## config.mk

```make
export PLATFORM = sky130hd
export DESIGN_NAME = piso_serial_tx_flat
export DESIGN_NICKNAME = d
export VERILOG_FILES = /design/src/rtl/serial_link_pkg.sv /design/src/rtl/piso_serial_tx_if.sv /design/src/rtl/piso_serial_tx.sv /design/src/flat_wrapper.sv
export SDC_FILE = /design/constraint.sdc
export NUM_CORES = 1
export LEC_CHECK = 0
export CAP_MARGIN = 20
export CORE_MARGIN = 8
export CORE_UTILIZATION = 46
export CTS_BUF_LIST = sky130_fd_sc_hd__clkbuf_8
export DETAILED_ROUTE_END_ITERATION = 12
export PLACE_DENSITY_LB_ADDON = 0.25
export SLEW_MARGIN = 25
export SYNTH_ARGS = -nofsm -noshare
export SYNTH_HDL_FRONTEND = slang
export SYNTH_SLANG_ARGS = --single-unit
```

## constraint.sdc

```tcl
create_clock -name clk -period 1.46 [get_ports clk]
set_input_delay 0.146 -clock clk [delete_from_list [all_inputs] [get_ports clk]]
set_output_delay 0.146 -clock clk [all_outputs]
set_load 0.005 [all_outputs]
```

## src/rtl/serial_link_pkg.sv

```systemverilog
// Shared definitions for the single-wire serial link (transmitter and receiver).
// PAR is only reachable when PISO_PARITY_EN is defined.
package serial_link_pkg;

   typedef enum logic [2:0] {
      IDLE,
      START,
      DATA,
      PAR,
      STOP
   } tx_state_t;

   localparam logic LINE_IDLE = 1'b1;
   localparam logic START_BIT = 1'b0;
   localparam logic STOP_BIT  = 1'b1;

endpackage

```

## src/rtl/piso_serial_tx_if.sv

```systemverilog
// Load handshake and serial line bundle for piso_serial_tx.
// slave = transmitter side, master = upstream producer / line observer.
interface piso_serial_tx_if #(
   parameter int unsigned WIDTH = 8
);

   logic             load_valid;
   logic             load_ready;
   logic [WIDTH-1:0] load_data;
   logic             sdata;
   logic             sframe;
   logic             done;

   modport master (
      output load_valid,
      output load_data,
      input  load_ready,
      input  sdata,
      input  sframe,
      input  done
   );

   modport slave (
      input  load_valid,
      input  load_data,
      output load_ready,
      output sdata,
      output sframe,
      output done
   );

endinterface

```

## src/rtl/piso_serial_tx.sv

```systemverilog
// Parallel-in/serial-out framer: start bit, WIDTH data bits, optional even parity, stop bit.
// Define PISO_PARITY_EN to insert the parity bit after the last data bit.
module piso_serial_tx
   import serial_link_pkg::*;
#(
   parameter int unsigned WIDTH     = 8,
   parameter bit          MSB_FIRST = 1'b1
) (
   input logic              clk,
   input logic              clear,
   piso_serial_tx_if.slave  tx
);

   localparam int unsigned      CW   = $clog2(WIDTH);
   localparam logic [CW-1:0]    LAST = CW'(WIDTH - 1);

   tx_state_t        state_q, state_d;
   logic [WIDTH-1:0] shift_q, shift_d;
   logic [CW-1:0]    count_q, count_d;
   logic             sdata_q, sdata_d;
   logic             sframe_q, sframe_d;
   logic             done_q, done_d;
`ifdef PISO_PARITY_EN
   logic             parity_q, parity_d;
`endif

   logic             load_ready;
   logic             accept;
   logic             head;
   logic [WIDTH-1:0] shifted;

   assign load_ready    = (state_q == IDLE) || (state_q == STOP);
   assign accept        = tx.load_valid && load_ready;
   assign tx.load_ready = load_ready;
   assign tx.sdata      = sdata_q;
   assign tx.sframe     = sframe_q;
   assign tx.done       = done_q;

   // The register always holds the bit to send next at its head; it is shifted
   // in the same cycle that bit is registered onto sdata.
   always_comb begin
      if (MSB_FIRST) begin
         head    = shift_q[WIDTH-1];
         shifted = {shift_q[WIDTH-2:0], 1'b0};
      end else begin
         head    = shift_q[0];
         shifted = {1'b0, shift_q[WIDTH-1:1]};
      end
   end

   always_ff @(posedge clk) begin
      if (!clear) begin
         state_q  <= IDLE;
         shift_q  <= '0;
         count_q  <= '0;
         sdata_q  <= LINE_IDLE;
         sframe_q <= 1'b0;
         done_q   <= 1'b0;
`ifdef PISO_PARITY_EN
         parity_q <= 1'b0;
`endif
      end else begin
         state_q  <= state_d;
         shift_q  <= shift_d;
         count_q  <= count_d;
         sdata_q  <= sdata_d;
         sframe_q <= sframe_d;
         done_q   <= done_d;
`ifdef PISO_PARITY_EN
         parity_q <= parity_d;
`endif
      end
   end

   always_comb begin
      state_d  = state_q;
      shift_d  = shift_q;
      count_d  = count_q;
`ifdef PISO_PARITY_EN
      parity_d = parity_q;
`endif
      unique case (state_q)
         IDLE, STOP: begin
            if (accept) begin
               state_d  = START;
               shift_d  = tx.load_data;
               count_d  = '0;
`ifdef PISO_PARITY_EN
               parity_d = ^tx.load_data;
`endif
            end else begin
               state_d = IDLE;
            end
         end
         START: begin
            state_d = DATA;
            shift_d = shifted;
            count_d = '0;
         end
         DATA: begin
            if (count_q == LAST) begin
`ifdef PISO_PARITY_EN
               state_d = PAR;
`else
               state_d = STOP;
`endif
            end else begin
               count_d = count_q + CW'(1);
               shift_d = shifted;
            end
         end
         PAR:     state_d = STOP;
         default: state_d = IDLE;
      endcase
   end

   // Outputs are decoded from the next state so they are registered with it.
   always_comb begin
      sdata_d  = LINE_IDLE;
      sframe_d = 1'b0;
      done_d   = 1'b0;
      case (state_d)
         START: sdata_d = START_BIT;
         DATA: begin
            sdata_d  = head;
            sframe_d = 1'b1;
         end
`ifdef PISO_PARITY_EN
         PAR: begin
            sdata_d  = parity_q;
            sframe_d = 1'b1;
         end
`endif
         STOP: begin
            sdata_d = STOP_BIT;
            done_d  = 1'b1;
         end
         default: sdata_d = LINE_IDLE;
      endcase
   end

endmodule

```

## src/flat_wrapper.sv

```systemverilog
// flat-port wrapper written by rule: the top's interface ports become plain ports
module piso_serial_tx_flat import serial_link_pkg::*;
#(
   parameter int unsigned WIDTH     = 8,
   parameter bit          MSB_FIRST = 1'b1
)
  (clk, clear, tx_load_valid, tx_load_data, tx_load_ready, tx_sdata, tx_sframe, tx_done);
  piso_serial_tx_if #(.WIDTH(WIDTH)) tx_i ();
  input logic clk;
  input logic clear;
  input wire logic [$bits(tx_i.load_valid)-1:0] tx_load_valid;
  input wire logic [$bits(tx_i.load_data)-1:0] tx_load_data;
  output wire logic [$bits(tx_i.load_ready)-1:0] tx_load_ready;
  output wire logic [$bits(tx_i.sdata)-1:0] tx_sdata;
  output wire logic [$bits(tx_i.sframe)-1:0] tx_sframe;
  output wire logic [$bits(tx_i.done)-1:0] tx_done;
  assign tx_i.load_valid = tx_load_valid;
  assign tx_i.load_data = tx_load_data;
  assign tx_load_ready = tx_i.load_ready;
  assign tx_sdata = tx_i.sdata;
  assign tx_sframe = tx_i.sframe;
  assign tx_done = tx_i.done;
  piso_serial_tx #(.WIDTH(WIDTH), .MSB_FIRST(MSB_FIRST)) u_core (.clk(clk), .clear(clear), .tx(tx_i));
endmodule
```

==> impl_metrics.tcl, run 1 <==
set metrics [dict create \
    vias 635 \
    yosysWarnings 0 \
    hp-class "flop to flop" \
    period_needed_ps 1450 \
    grt_antenna_before_repair 0 \
    maxSlewViolCount 0 \
    powerDensity_nw_per_um2 1030 \
    worst_slew_pin_slew_ps 383 \
    drtAntennaViolNets 0 \
    grt_pass1_wl_um 3060 \
    clock_path_buffers 2 \
    drcViolationCount 0 \
    row_count 14 \
    seqCellArea_um2 348 \
    wl_per_cell_um 16.0 \
    coreArea_um2 1520 \
    status "finished, final reports clean" \
    nets 113 \
    critPathKind "flop to flop" \
    cp_data_arrival_time_ps 1580 \
    max_stage_delay_ps 330 \
    crit_family "flip-flops" \
    clock.fmax_mhz 691 \
    cts_root_buf "clkbuf_8" \
    cts_hold_buf 0 \
    p_leak_uw 0.000426 \
    worstSkewPairLatency_ps 240 \
    io_buffers 14 \
    dr.pass1.iters 4 \
    irDropWorstVdd_v 0.000941 \
    clock_sinks 17 \
    dp.cells 105 \
    whs_ps 468 \
    grt_pass1_vias 684 \
    setup_slack_ps 13.2 \
    die_h_um 56.4 \
    io_pins 15 \
    synth-seq-area-share 0.453 \
    setup_viol 0 \
    pre_cts_ws_ps -61.4 \
    nFillCells 116 \
    cp_common_cell "ha_4" \
    grtUsageTotal 0.119 \
    finalCritPeriodShare 0.991 \
    routed_wl_um 1850 \
    setup-tns-final_ps 0 \
    synth-seq-cells 17 \
    critPathLaunchType "flop" \
    endpoint_kind "flop" \
    critPathRequiredTime_ps 1590 \
    gp_congestion 0.710 \
    multiInputGateArea_um2 470 \
    max_slew_margin 0.744 \
    final_cells 115 \
    critPathSlowestCell "dfxtp_2" \
    cp_cell_sequence "ha_4 > ha_4 > nor3b_4 > o31a_4 > buf_6 > buf_4 > a21oi_2" \
    via_per_inst 5.52 \
    ys_types 26 \
    h-tree-depth 1 \
    cp_num_buf_inv 2 \
    n_antenna_cell 0 \
    numCtsBuffers 3 \
    worst-path-max-fanout 4 \
    cts_tree "built" \
    syn_area_per_cell_um2 10.0 \
    hold_violations 0 \
    initial_core_util 0.493 \
    area_growth_pct 50.3 \
    grt_max_degree 10 \
    synthCells 75 \
    fp.dieArea_um2 3180 \
    syn_area_um2 751 \
    gr-total-overflow 0 \
    fp.dieW_um 56.4 \
    fin_skew_ps 0.964 \
    syn-num-nets 88 \
    drive_above_1_share 0.374 \
    path_clk_slew_ps 60 \
    rsz0062_at_grt "true" \
    hpwl_um 1050 \
    maxCapViolations 0 \
    drt_iter0_markers 10 \
]
## final timing paths
kind | startpoint | end | slack (ps) | cells past startpoint
setup / recovery | u_core.count_q[0] | u_core.shift_q[5] | 10 | 7
hold / removal | u_core.shift_q[7] | u_core.tx.sdata | 470 | 2
setup reg to reg | u_core.count_q[0] | u_core.shift_q[5] | 10 | 7
hold reg to reg | u_core.shift_q[7] | u_core.tx.sdata | 470 | 2
## Yosys cell counts
cell type  number  area [um^2]
and3_1          1         6.26
buf_6           2         22.5
xnor2_1         1         8.76
nor3b_2         1         12.5
mux2i_1         8         80.1
or2b_1          1         7.51
nand2_1         3         11.3
nor4_1          1         6.26
inv_1           1         3.75
nor2_4          1         11.3
clkbuf_1        1         3.75
a21boi_0        2         15.0
nor2b_1         2         12.5
o21ai_1         3         15.0
a21oi_1         9         45.0
buf_4           1         7.51
nand3b_1        1         7.51
nor2_1          3         11.3
o31ai_1         1         7.51
a21boi_1        1         7.51
nand3_1         2         10.0
ha_1            2         25.0
nor3b_1         4         30.0
o31a_4          1         17.5
dfxtp_1        17          340
o21ai_0         5         25.0
## metal layers
metal  GRT usage  vias to the layer above  part of all wire
met5           0                        -                 0
li1            -                      314                 -
met4      0.0722                        0             0.023
met3      0.0270                        4             0.034
met2       0.206                       14              0.56
met1       0.128                      303              0.39
## power breakdown
group          switching [uW]  internal [uW]  leakage, uW
Combinational             128            162     0.000257
Sequential               36.0            505     0.000142
Clock                     142            186    0.0000269
Total                     306            853     0.000426
## area by class of cell
class	instances	area share
Inverter	1	0.00333
Multi-Input combinational cell	53	0.417
Tap cell	16	0.0177
Clock inverter	1	0.00333
Sequential cell	17	0.308
Timing Repair Buffer	24	0.214
Clock buffer	3	0.0366
## worst register-to-register path, delay by kind of cell (launching register included)
kind	cells	cell delay, ps
AO/OA/AOI/OAI	2	240
adder cells (fa/ha/maj)	2	320
buffers and inverters	2	240
flip-flops	1	330
AND/OR/NAND/NOR	1	220
## cells by family after synthesis
logic type               synth area share
XOR/XNOR                           0.0117
multiplexers                        0.107
flip-flops                          0.453
AND/OR/NAND/NOR                     0.168
AO/OA/AOI/OAI                       0.177
adder cells (fa/ha/maj)            0.0333
buffers and inverters              0.0500
## state kept, by name (all words and copies together), names as in the netlist
| name | flops |
|---|---|
| u_core.tx.sdata | 1 |
| u_core.tx.done | 1 |
| u_core.shift_q | 8 |
| u_core.state_q | 3 |
| u_core.count_q | 3 |
| u_core.tx.sframe | 1 |
## cell usage in the layout, fill, tap and decap left out
master and n:
clkdlybuf4s50_1 13, dfxtp_1 13, mux2i_1 8, o21ai_2 7
buf_4 6, a21oi_2 5, a21oi_1 4, nor3b_1 3
nand2_1 3, a21boi_1 3, clkbuf_8 3, buf_6 3
dfxtp_2 3, nor2_1 2, nor2b_1 2, inv_1 2
nand3_1 2, ha_4 2, nor2_2 1, or2b_1 1
nor3b_4 1, o21ai_1 1, o31a_4 1, xnor2_1 1
nor2_4 1, nor3b_2 1, and3_1 1, o31ai_4 1
nand3b_1 1, nor4_1 1, dlymetal6s2s_1 1, buf_12 1
dfxtp_4 1
## through the flow
stage / utilization / total power, uW / instance area, um^2
floorplan: - / 668 / 753
global placement: 0.597 / 731 / 910
detailed placement: 0.597 / 737 / 910
CTS: 0.706 / 1130 / 1080
global route: 0.741 / 1220 / 1130
finish: 0.741 / 1160 / 1130
## what timing repair did
item,CTS,global route
setup endpoints to repair,10,14
pin swaps,3,8
setup buffers,6,0
gates resized for setup,23,16
Power figures use the tool's default switching activity.
==> inputs of run 2 (changes only) <==
CTS_BUF_LIST = sky130_fd_sc_hd__clkbuf_4   (was sky130_fd_sc_hd__clkbuf_8)
==> impl_metrics.tcl, run 2 (same netlist as run 1, synthesis figures left out) <==
set metrics [dict create \
    top_regs "u_core.shift_q x8, u_core.count_q x3, u_core.state_q x3" \
    drtAntennaViolNets 0 \
    drt_iter0_markers 11 \
    utilization 0.709 \
    area_growth_pct 43.8 \
    status "finished, violations left" \
    n_antenna_cell 0 \
    endpoint_kind "flop" \
    die_h_um 56.4 \
    max_stage_delay_ps 360 \
    via_per_inst 5.47 \
    h-tree-depth 1 \
    grt_pass1_wl_um 3000 \
    setup_viol 2 \
    worst-path-max-fanout 5 \
    cts_root_buf "clkbuf_4" \
    grtUsageTotal 0.118 \
    top_register "u_core.shift_q" \
    nets 114 \
    clock.fmax_mhz 677 \
    worstSkewPairLatency_ps 280 \
    drive_above_1_share 0.350 \
    max_slew_margin 0.760 \
    worst_slew_pin_slew_ps 356 \
    fin_skew_ps 2.01 \
    maxSlewViolCount 0 \
    maxCapViolations 0 \
    drcViolationCount 0 \
    gp_congestion 0.710 \
    rsz0062_at_grt "true" \
    dr.pass1.iters 4 \
    path_clk_slew_ps 90 \
    fp.dieW_um 56.4 \
    vias 635 \
    wl_per_cell_um 14.8 \
    violations "setup timing" \
    io_buffers 14 \
    critPathLaunchType "flop" \
    layout_common_cells "13 x clkdlybuf4s50_1, 13 x dfxtp_1, 8 x mux2i_1, 8 x buf_4, 5 x a21oi_2" \
    grt_pass1_vias 683 \
    period_needed_ps 1480 \
    critPathKind "flop to flop" \
    io_pins 15 \
    powerDensity_nw_per_um2 980 \
    p_leak_uw 0.000406 \
    irDropWorstVdd_v 0.000688 \
    setup_slack_ps -17.9 \
    cts_hold_buf 0 \
    final_cells 116 \
    finalCritPeriodShare 1.01 \
    critPathSlowestCell "dfxtp_2" \
    row_count 14 \
    coreArea_um2 1520 \
    critPathRequiredTime_ps 1630 \
    clock_sinks 17 \
    cp_common_cell "ha_4" \
    clock_path_buffers 2 \
    gr-total-overflow 0 \
    dp.cells 105 \
    routed_wl_um 1720 \
    grt_antenna_before_repair 0 \
    hold_violations 0 \
    cp_data_arrival_time_ps 1650 \
    fp.dieArea_um2 3180 \
    cts_tree "built" \
    largest_reg_flops 8 \
    hpwl_um 1050 \
    hp-class "primary input to flop" \
    numCtsBuffers 3 \
    cp_cell_sequence "ha_4 > ha_4 > nor3b_4 > o31a_4 > buf_4 > o21ai_1 > a21oi_2" \
    grt_max_degree 10 \
    initial_core_util 0.493 \
]
run 2: cell count changes in the layout (fill, tap and decap cells not counted), moves of 2 or more:
| cell | change |
|---|---|
| buf_4 | +2 |
| clkbuf_4 | +4 |
| clkbuf_8 | -3 |
| o21ai_0 | +3 |
| o21ai_2 | -3 |
run 2: metrics by stage:
step	total power [uW]	cell area (um^2)	worst slack (ps)	hold WS (ps)	setup TNS (ps)
5_1_grt	1130	1080	-106	454	-848
2_1_floorplan	668	753	45.7	299	0
3_3_place_gp	731	910	-16.1	440	-84.2
4_1_cts	1050	1040	-17.8	437	-68.2
6_report	1060	1080	-17.9	441	-22.8
3_5_place_dp	737	910	-61.4	446	-262
run 2: worst paths after layout:
| kind | from | end | slack [ps] | cells after the start |
|---|---|---|---|---|
| min reg2reg | u_core.shift_q[0] | u_core.shift_q[0] | 470 | 2 |
| max | u_core.count_q[1] | u_core.shift_q[5] | -20 | 7 |
| max reg2reg | u_core.count_q[1] | u_core.shift_q[5] | -20 | 7 |
| min | tx_load_data[0] | u_core.shift_q[0] | 440 | 3 |
run 2: worst max-delay path: cells and delay by family (launching register included):
family / cells / cell delay [ps]
flip-flops: 1 / 360
AO/OA/AOI/OAI: 3 / 540
adder cells (fa/ha/maj): 2 / 280
AND/OR/NAND/NOR: 1 / 50
buffers and inverters: 1 / 140
run 2: final cells by class:
| type | count | area, um^2 |
|---|---|---|
| multi-input cells | 53 | 448 |
| well taps | 16 | 20.0 |
| inverters | 1 | 3.75 |
| repair buffers | 25 | 233 |
| fillers | 119 | 444 |
| clock buffers | 4 | 30.0 |
| flip-flops and latches | 17 | 345 |
run 2: metal layers:
metal / vias up / routed length, um / track usage
met5: - / 0 / 0
met4: 0 / 42 / 0.0928
met3: 4 / 60 / 0.0292
met2: 12 / 889 / 0.193
met1: 299 / 729 / 0.127
li1: 320 / - / -
run 2: where the power goes:
part,total (uW),internal [uW],switching (uW),leakage [uW]
combinational,266,149,117,0.000246
sequential,535,505,30.7,0.000142
clock,257,125,132,0.0000184
run 2: what timing repair did:
item                                    4_1_cts  5_1_grt
buffers inserted                              6        1
resized for setup                            22        7
pin swaps                                     3        5
endpoints found under the setup margin       10       13
==> inputs of run 3 (changes only) <==
HOLD_SLACK_MARGIN = 0.15   (was default)
==> results of run 3 <==
Final layout, timing and power as in run 2 (identical DEF).
